$ cat config.mk
export PLATFORM = sky130hd
export DESIGN_NAME = mem_stage_lsu
export DESIGN_NICKNAME = d
export VERILOG_FILES = /design/src/rtl/mem_stage_lsu.sv
export SDC_FILE = /design/constraint.sdc
export NUM_CORES = 1
export LEC_CHECK = 0
export ABC_CLOCK_PERIOD_IN_PS = 3600
export BUFFER_PORTS_ARGS = -buffer_cell sky130_fd_sc_hd__buf_2
export CORE_UTILIZATION = 27
export CTS_BUF_LIST = sky130_fd_sc_hd__clkbuf_4 sky130_fd_sc_hd__clkbuf_8
export CTS_CLUSTER_DIAMETER = 30
export DETAILED_ROUTE_END_ITERATION = 8
export PLACE_DENSITY = 0.54
export SYNTH_ARGS = -nofsm -noshare
export SYNTH_HDL_FRONTEND = slang
export SYNTH_SLANG_ARGS = --single-unit
$ cat constraint.sdc
create_clock -name clk -period 3.6 [get_ports clk]
set_input_delay 0.36 -clock clk [delete_from_list [all_inputs] [get_ports clk]]
set_output_delay 0.36 -clock clk [all_outputs]
set_load 0.05 [all_outputs]
$ cat src/rtl/mem_stage_lsu.sv
// mem_stage_lsu: MEM-stage load/store unit with req/gnt/rvalid data-memory port and MEM/WB register.
// Optional MEM_TIMEOUT_EN aborts an access that stays in REQ/WAIT for TIMEOUT_CYCLES cycles.
module mem_stage_lsu #(
    parameter int DATA_W         = 32,
    parameter int TIMEOUT_CYCLES = 255
) (
    input  logic              clk,
    input  logic              reset,
    input  logic              MemRead_in,
    input  logic              MemWrite_in,
    input  logic              MemtoReg_in,
    input  logic              RegWrite_in,
    input  logic              Branch_in,
    input  logic              ZERO_in,
    input  logic [DATA_W-1:0] ALU_OUT_in,
    input  logic [DATA_W-1:0] PC_Branch_in,
    input  logic [DATA_W-1:0] REG_DATA2_in,
    input  logic [4:0]        RD_in,
    output logic              PCSrc,
    output logic [DATA_W-1:0] PC_Branch_out,
    output logic              stall_mem,
    output logic              dmem_req,
    output logic              dmem_we,
    output logic [DATA_W-1:0] dmem_addr,
    output logic [DATA_W-1:0] dmem_wdata,
    input  logic              dmem_gnt,
    input  logic              dmem_rvalid,
    input  logic [DATA_W-1:0] dmem_rdata,
    output logic              RegWrite_wb,
    output logic              MemtoReg_wb,
    output logic [DATA_W-1:0] READ_DATA_wb,
    output logic [DATA_W-1:0] ALU_OUT_wb,
    output logic [4:0]        RD_wb,
    output logic              mem_err_wb
);
    typedef enum logic [1:0] {IDLE, REQ, WAIT, DONE} state_t;

    state_t            r_state, w_next;
    logic              r_err, w_err_set, w_mem_op, w_misal, w_tmo, w_req;
    logic [DATA_W-1:0] r_rdata;

    assign w_mem_op      = MemRead_in | MemWrite_in;
    assign w_misal       = |ALU_OUT_in[1:0];
    assign PCSrc         = Branch_in & ZERO_in;
    assign PC_Branch_out = PC_Branch_in;
    assign stall_mem     = w_mem_op & (r_state != DONE);
    assign w_req         = (r_state == REQ) & ~w_tmo;
    assign dmem_req      = w_req;
    assign dmem_we       = w_req & MemWrite_in;
    assign dmem_addr     = ALU_OUT_in;
    assign dmem_wdata    = REG_DATA2_in;

`ifdef MEM_TIMEOUT_EN
    localparam int CW = ($clog2(TIMEOUT_CYCLES + 1) < 8) ? 8 : $clog2(TIMEOUT_CYCLES + 1);
    logic [CW-1:0] r_cnt;
    logic          w_busy;
    assign w_busy = (r_state == REQ) | (r_state == WAIT);
    assign w_tmo  = w_busy & (r_cnt == CW'(TIMEOUT_CYCLES - 1));
    always_ff @(posedge clk or negedge reset) begin
        if (!reset) r_cnt <= '0;
        else        r_cnt <= w_busy ? r_cnt + 1'b1 : '0;
    end
`else
    assign w_tmo = (TIMEOUT_CYCLES < 0);
`endif

    // a store that sees gnt is complete; a load still owes its rvalid
    always_comb begin
        w_next    = r_state;
        w_err_set = 1'b0;
        case (r_state)
            IDLE: if (w_mem_op) begin
                w_next    = w_misal ? DONE : REQ;
                w_err_set = w_misal;
            end
            REQ: if (w_tmo) begin
                w_next    = DONE;
                w_err_set = 1'b1;
            end else if (dmem_gnt) w_next = MemWrite_in ? DONE : WAIT;
            WAIT: if (w_tmo) begin
                w_next    = DONE;
                w_err_set = 1'b1;
            end else if (dmem_rvalid) w_next = DONE;
            default: w_next = IDLE;
        endcase
    end

    always_ff @(posedge clk or negedge reset) begin
        if (!reset) begin
            r_state <= IDLE;
            r_err   <= 1'b0;
            r_rdata <= '0;
        end else begin
            r_state <= w_next;
            r_err   <= w_err_set;
            if (r_state == WAIT && dmem_rvalid && !w_tmo) r_rdata <= dmem_rdata;
        end
    end

    // r_err is only ever set while in DONE, so it doubles as the done-with-error flag
    always_ff @(posedge clk or negedge reset) begin
        if (!reset) begin
            RegWrite_wb  <= 1'b0;
            MemtoReg_wb  <= 1'b0;
            READ_DATA_wb <= '0;
            ALU_OUT_wb   <= '0;
            RD_wb        <= '0;
            mem_err_wb   <= 1'b0;
        end else if (stall_mem) begin
            RegWrite_wb <= 1'b0;
            mem_err_wb  <= 1'b0;
        end else begin
            RegWrite_wb  <= RegWrite_in & ~r_err;
            MemtoReg_wb  <= MemtoReg_in;
            READ_DATA_wb <= r_rdata;
            ALU_OUT_wb   <= ALU_OUT_in;
            RD_wb        <= RD_in;
            mem_err_wb   <= r_err;
        end
    end
endmodule

# --- After elaboration in Yosys (flattened, before gate mapping) ---
# Cells that the tools add are included.
word_totals:
  regBits: 107
  elab_cells: 35
op_classes:
  n_bitwise: 6
  muxes: 10
  n_eq_ne: 6
  reduce_logical: 4
ops:
  columns: ["cell", "n"]
  rows:
  - ["$mux W2", 4]
  - ["$ne A2 B2 Y1 const B", 4]
  - ["$pmux W2 S3", 1]
  - ["$mux W1", 5]
  - ["$and A1 B1 Y1", 4]
  - ["$reduce_and A3 Y1", 1]
  - ["$eq A2 B1 Y1 const B", 1]
  - ["$eq A2 B2 Y1 const B", 1]
  - ["$logic_not A2 Y1", 1]
  - ["$reduce_or A2 Y1", 1]
  - ["$logic_and A1 B1 Y1", 1]
  - ["$not A1 Y1", 1]
  - ["$or A1 B1 Y1", 1]

# --- Depth between registers and ports, before layout ---
depth:
  depth_word: 4
  depth_mapped: 5
  ltp_nobuf: 5

# --- Least setup slack after synthesis ---
# Ideal clock, no wire load.
synth_path:
  kind: "register to output"
  startpoint: "reg r_state[1]"
  endpoint: "out dmem_we"
  path_stages_with_launch: 4
  setup_slack_ns: 1.774
  arrival_time_ns: 1.466
  cell_sequence: "dfrtp_1 > inv_1 > ha_1 > and2_1"
synth_between:
  elab_chain_cells: 2
synth_lines:
  columns: ["element", "line", "source"]
  rows:
  - ["start: declaration", "38", "state_t r_state, w_next;"]
  - ["start signal: assignment", "94", "r_state <= w_next;"]
  - ["$eq A2 B1 Y1", "47", "assign w_req = (r_state == REQ) & ~w_tmo;"]
  - ["via dmem_req", "22", "output logic dmem_req,"]
  - ["$and A1 B1 Y1", "49", "assign dmem_we = w_req & MemWrite_in;"]
  - ["end: declaration", "23", "output logic dmem_we,"]
# The timed path passes the listed nets, and every way through them passes these cells.

# --- Worst setup path in the final report ---
layout_path:
  startpoint: "reg r_state[0]"
  endpoint: "out stall_mem"
layout_between:
  elab_chain_cells: 2
layout_lines:
  columns: ["element", "line", "source"]
  rows:
  - ["$ne A2 B2 Y1", "46", "assign stall_mem = w_mem_op & (r_state != DONE);"]
  - ["$and A1 B1 Y1", "46", null]
  - ["end: declaration", "21", "output logic stall_mem,"]
# Every way passes these cells.

==> reports/metrics.csv <==
metric,value,unit
synth_ff_type,dfrtp_1,
worst-path-buf-inv,1,
p_per_area,1090,mW/mm²
rows,48,
areaGrowthSynthToFinish,13.9,%
die_w,135,µm
vias,2799,
cts_root_buffer,clkbuf_8,
drt_wl_total,10600,µm
dp_hpwl,8200,µm
hold_path.class,in2reg,
htreeDepth,3,
yosysMostFrequentCell,dfrtp_1,
total_power,5.96,mW
crit_cells,3,
end_kind,primary output,
remaining_drc_errors,0,
num_io_pins,315,
rsz0062_at_grt,no,
reg2reg_slack,1.62,ns
drive_gt1_share,66.9,%
synth-seq-area-share,55.9,%
clockBufferDepth,2,
synth_async_sr_flop_share,100,%
grt_usage,12.0,%
hold_depth,2,
regArea,0.00268,mm²
die_y,135,µm
ys_seq_elements,107,
r2r-end,ALU_OUT_wb[16]$_DFFE_PN0N_,
multi_input_area,0.00131,mm²
drt_iter0_drc,46,
syn_area_per_cell,14.1,µm²
nFillCells,1783,
drv_cap,0,
core_area,0.0173,mm²
cts_buffers,9,
critPathLaunchType,register,
ant_nets,0,
start_util,27.7,%
clk_latency,0.37,ns
tightest_slew,0.842,ns
cp.required,3.24,ns
grt_pass1_vias,3024,
cts_sinks,107,
io_buffers,186,
synth_top_cell_by_area,dfrtp_1,
worst_ir_drop_vdd,478,µV
crit_path_end,stall_mem,
slowest_delay,0.46,ns
gp_congestion,0.651,
slew_headroom,43.6,%
diodes,0,
crit_chain,"ha_1, nor2_4, buf_2",
cp-startpoint,r_state[0]$_DFFE_PN0P_,
grt_pass1_wl,16400,µm
crit_slowest_cell,nor2_4,
holdWs,0.191,ns
synth_nets,486,
cp_max_fo,17,
final.min_clock_period,2.28,ns
synth_top_area_share,55.9,%
worst_clock_skew,0.00665,ns
grt_overflow_total,0,
worstSetupPathType,reg2out,
ys_warn_count,0,
die_area,0.0183,mm²
grt_start_max_net_pins,45,
cp_data_arrival_time,1.92,ns
r2r_start,r_state[0]$_DFFE_PN0P_,
synthTopCellsByArea,"dfrtp_1 (56%), mux2_2 (20%), buf_4 (16%)",
clock.fmax,439,MHz
synth_cells,339,
slew_violations,0,
setup_viol,0,
synth_edf_count,0,
fin_setup_tns,0,ns
antenna_found_initial,1,
drtPass1Iterations,4,
via_per_inst,4.20,
synth_area,0.00479,mm²
clk_pin_slew_worst_paths,0.10,ns
postCtsSetupRepairBufs,0,
synth_cell_types,18,
hold_viol,0,
outcome,finished clean,
reg2reg_depth,4,
path_delay_family,simple AND/OR/NAND/NOR gates,
synth.top_cells.by_count,"dfrtp_1 (107), buf_4 (103), mux2_2 (85)",
power.leakage,2.65,nW
cts_tree,built,
timing.final.crit_share,63.2,%
fin_nets,583,
post_drt_wl_per_cell,15.9,µm
cell families after synthesis:
logic type | count (synthesis) | share of synthesized area (%)
flip-flops | 107 | 55.9
buffers and inverters | 111 | 16.9
adder cells (fa/ha/maj) | 4 | 1.05
AO/OA/AOI/OAI | 4 | 0.575
multiplexers | 104 | 24.5
AND/OR/NAND/NOR | 9 | 1.15
how the worst min path moves through the flow:
stage | start | to | slack (ns)
after floorplan | reset | ALU_OUT_wb[0]$_DFFE_PN0N_ | 0.06
after global placement | reset | RD_wb[3]$_DFFE_PN0N_ | 0.40
after detailed placement | reset | ALU_OUT_wb[4]$_DFFE_PN0N_ | 0.41
after CTS | RD_in[3] | RD_wb[3]$_DFFE_PN0N_ | 0.15
after global routing | RD_in[3] | RD_wb[3]$_DFFE_PN0N_ | 0.16
final | RD_in[3] | RD_wb[3]$_DFFE_PN0N_ | 0.19
per-stage QoR:
| step | cells | instance area, µm² | utilization, % | worst slack (ns) |
|---|---|---|---|---|
| floorplan | 339 | 4790 | - | 1.77 |
| global placement | 649 | 5270 | 30.5 | 1.67 |
| detailed placement | 649 | 5270 | 30.5 | 1.59 |
| CTS | 666 | 5460 | 31.5 | 1.22 |
| global route | 666 | 5460 | 31.5 | 1.16 |
| finish | 666 | 5460 | 31.5 | 1.32 |
placed cells by master, fill, tap and decap left out, types with 2 or more instances in the layout:
| cell | Yosys | routed |
|---|---|---|
| and2_1 | 2 | 2 |
| clkinv_2 | 0 | 3 |
| dfrtp_1 | 107 | 107 |
| buf_4 | 103 | 5 |
| mux2_1 | 19 | 19 |
| inv_1 | 5 | 5 |
| mux2_2 | 85 | 85 |
| nor2_1 | 2 | 2 |
| clkbuf_8 | 0 | 10 |
| buf_2 | 3 | 185 |
| ha_1 | 4 | 4 |
report_power, final:
group | total, mW | internal, mW | switching [mW]
sequential | 2.09 | 1.81 | 0.281
clock | 0.675 | 0.271 | 0.405
combinational | 3.19 | 0.994 | 2.20
total | 5.96 | 3.08 | 2.89
cell type report:
class                   count  share of cell area (%)
flip-flops and latches    107                    49.1
clock inverters             6                   0.734
well taps                 225                    5.16
multi-input cells         121                    23.9
repair buffers            192                    18.2
inverters                   5                   0.344
clock buffers              10                    2.52
routing by layer:
layer	GRT usage, %	share of wire (%)
met1	12.7	36
met2	21.1	52
met3	5.09	10
met4	4.43	1.6
met5	0	0.18
sequential cells by signal, summed over array words and instances, names as in the netlist:
signal / count
ALU_OUT_wb: 32
READ_DATA_wb: 32
r_rdata: 32
RD_wb: 5
r_state: 2
MemtoReg_wb: 1
RegWrite_wb: 1
mem_err_wb: 1
r_err: 1
what timing repair did:
item | in CTS | in global routing
endpoints found under the hold margin | 42 | 0
gates resized for setup | 0 | 0
hold buffers | 1 | 0
Note: power is estimated with default switching activity, not from simulation.
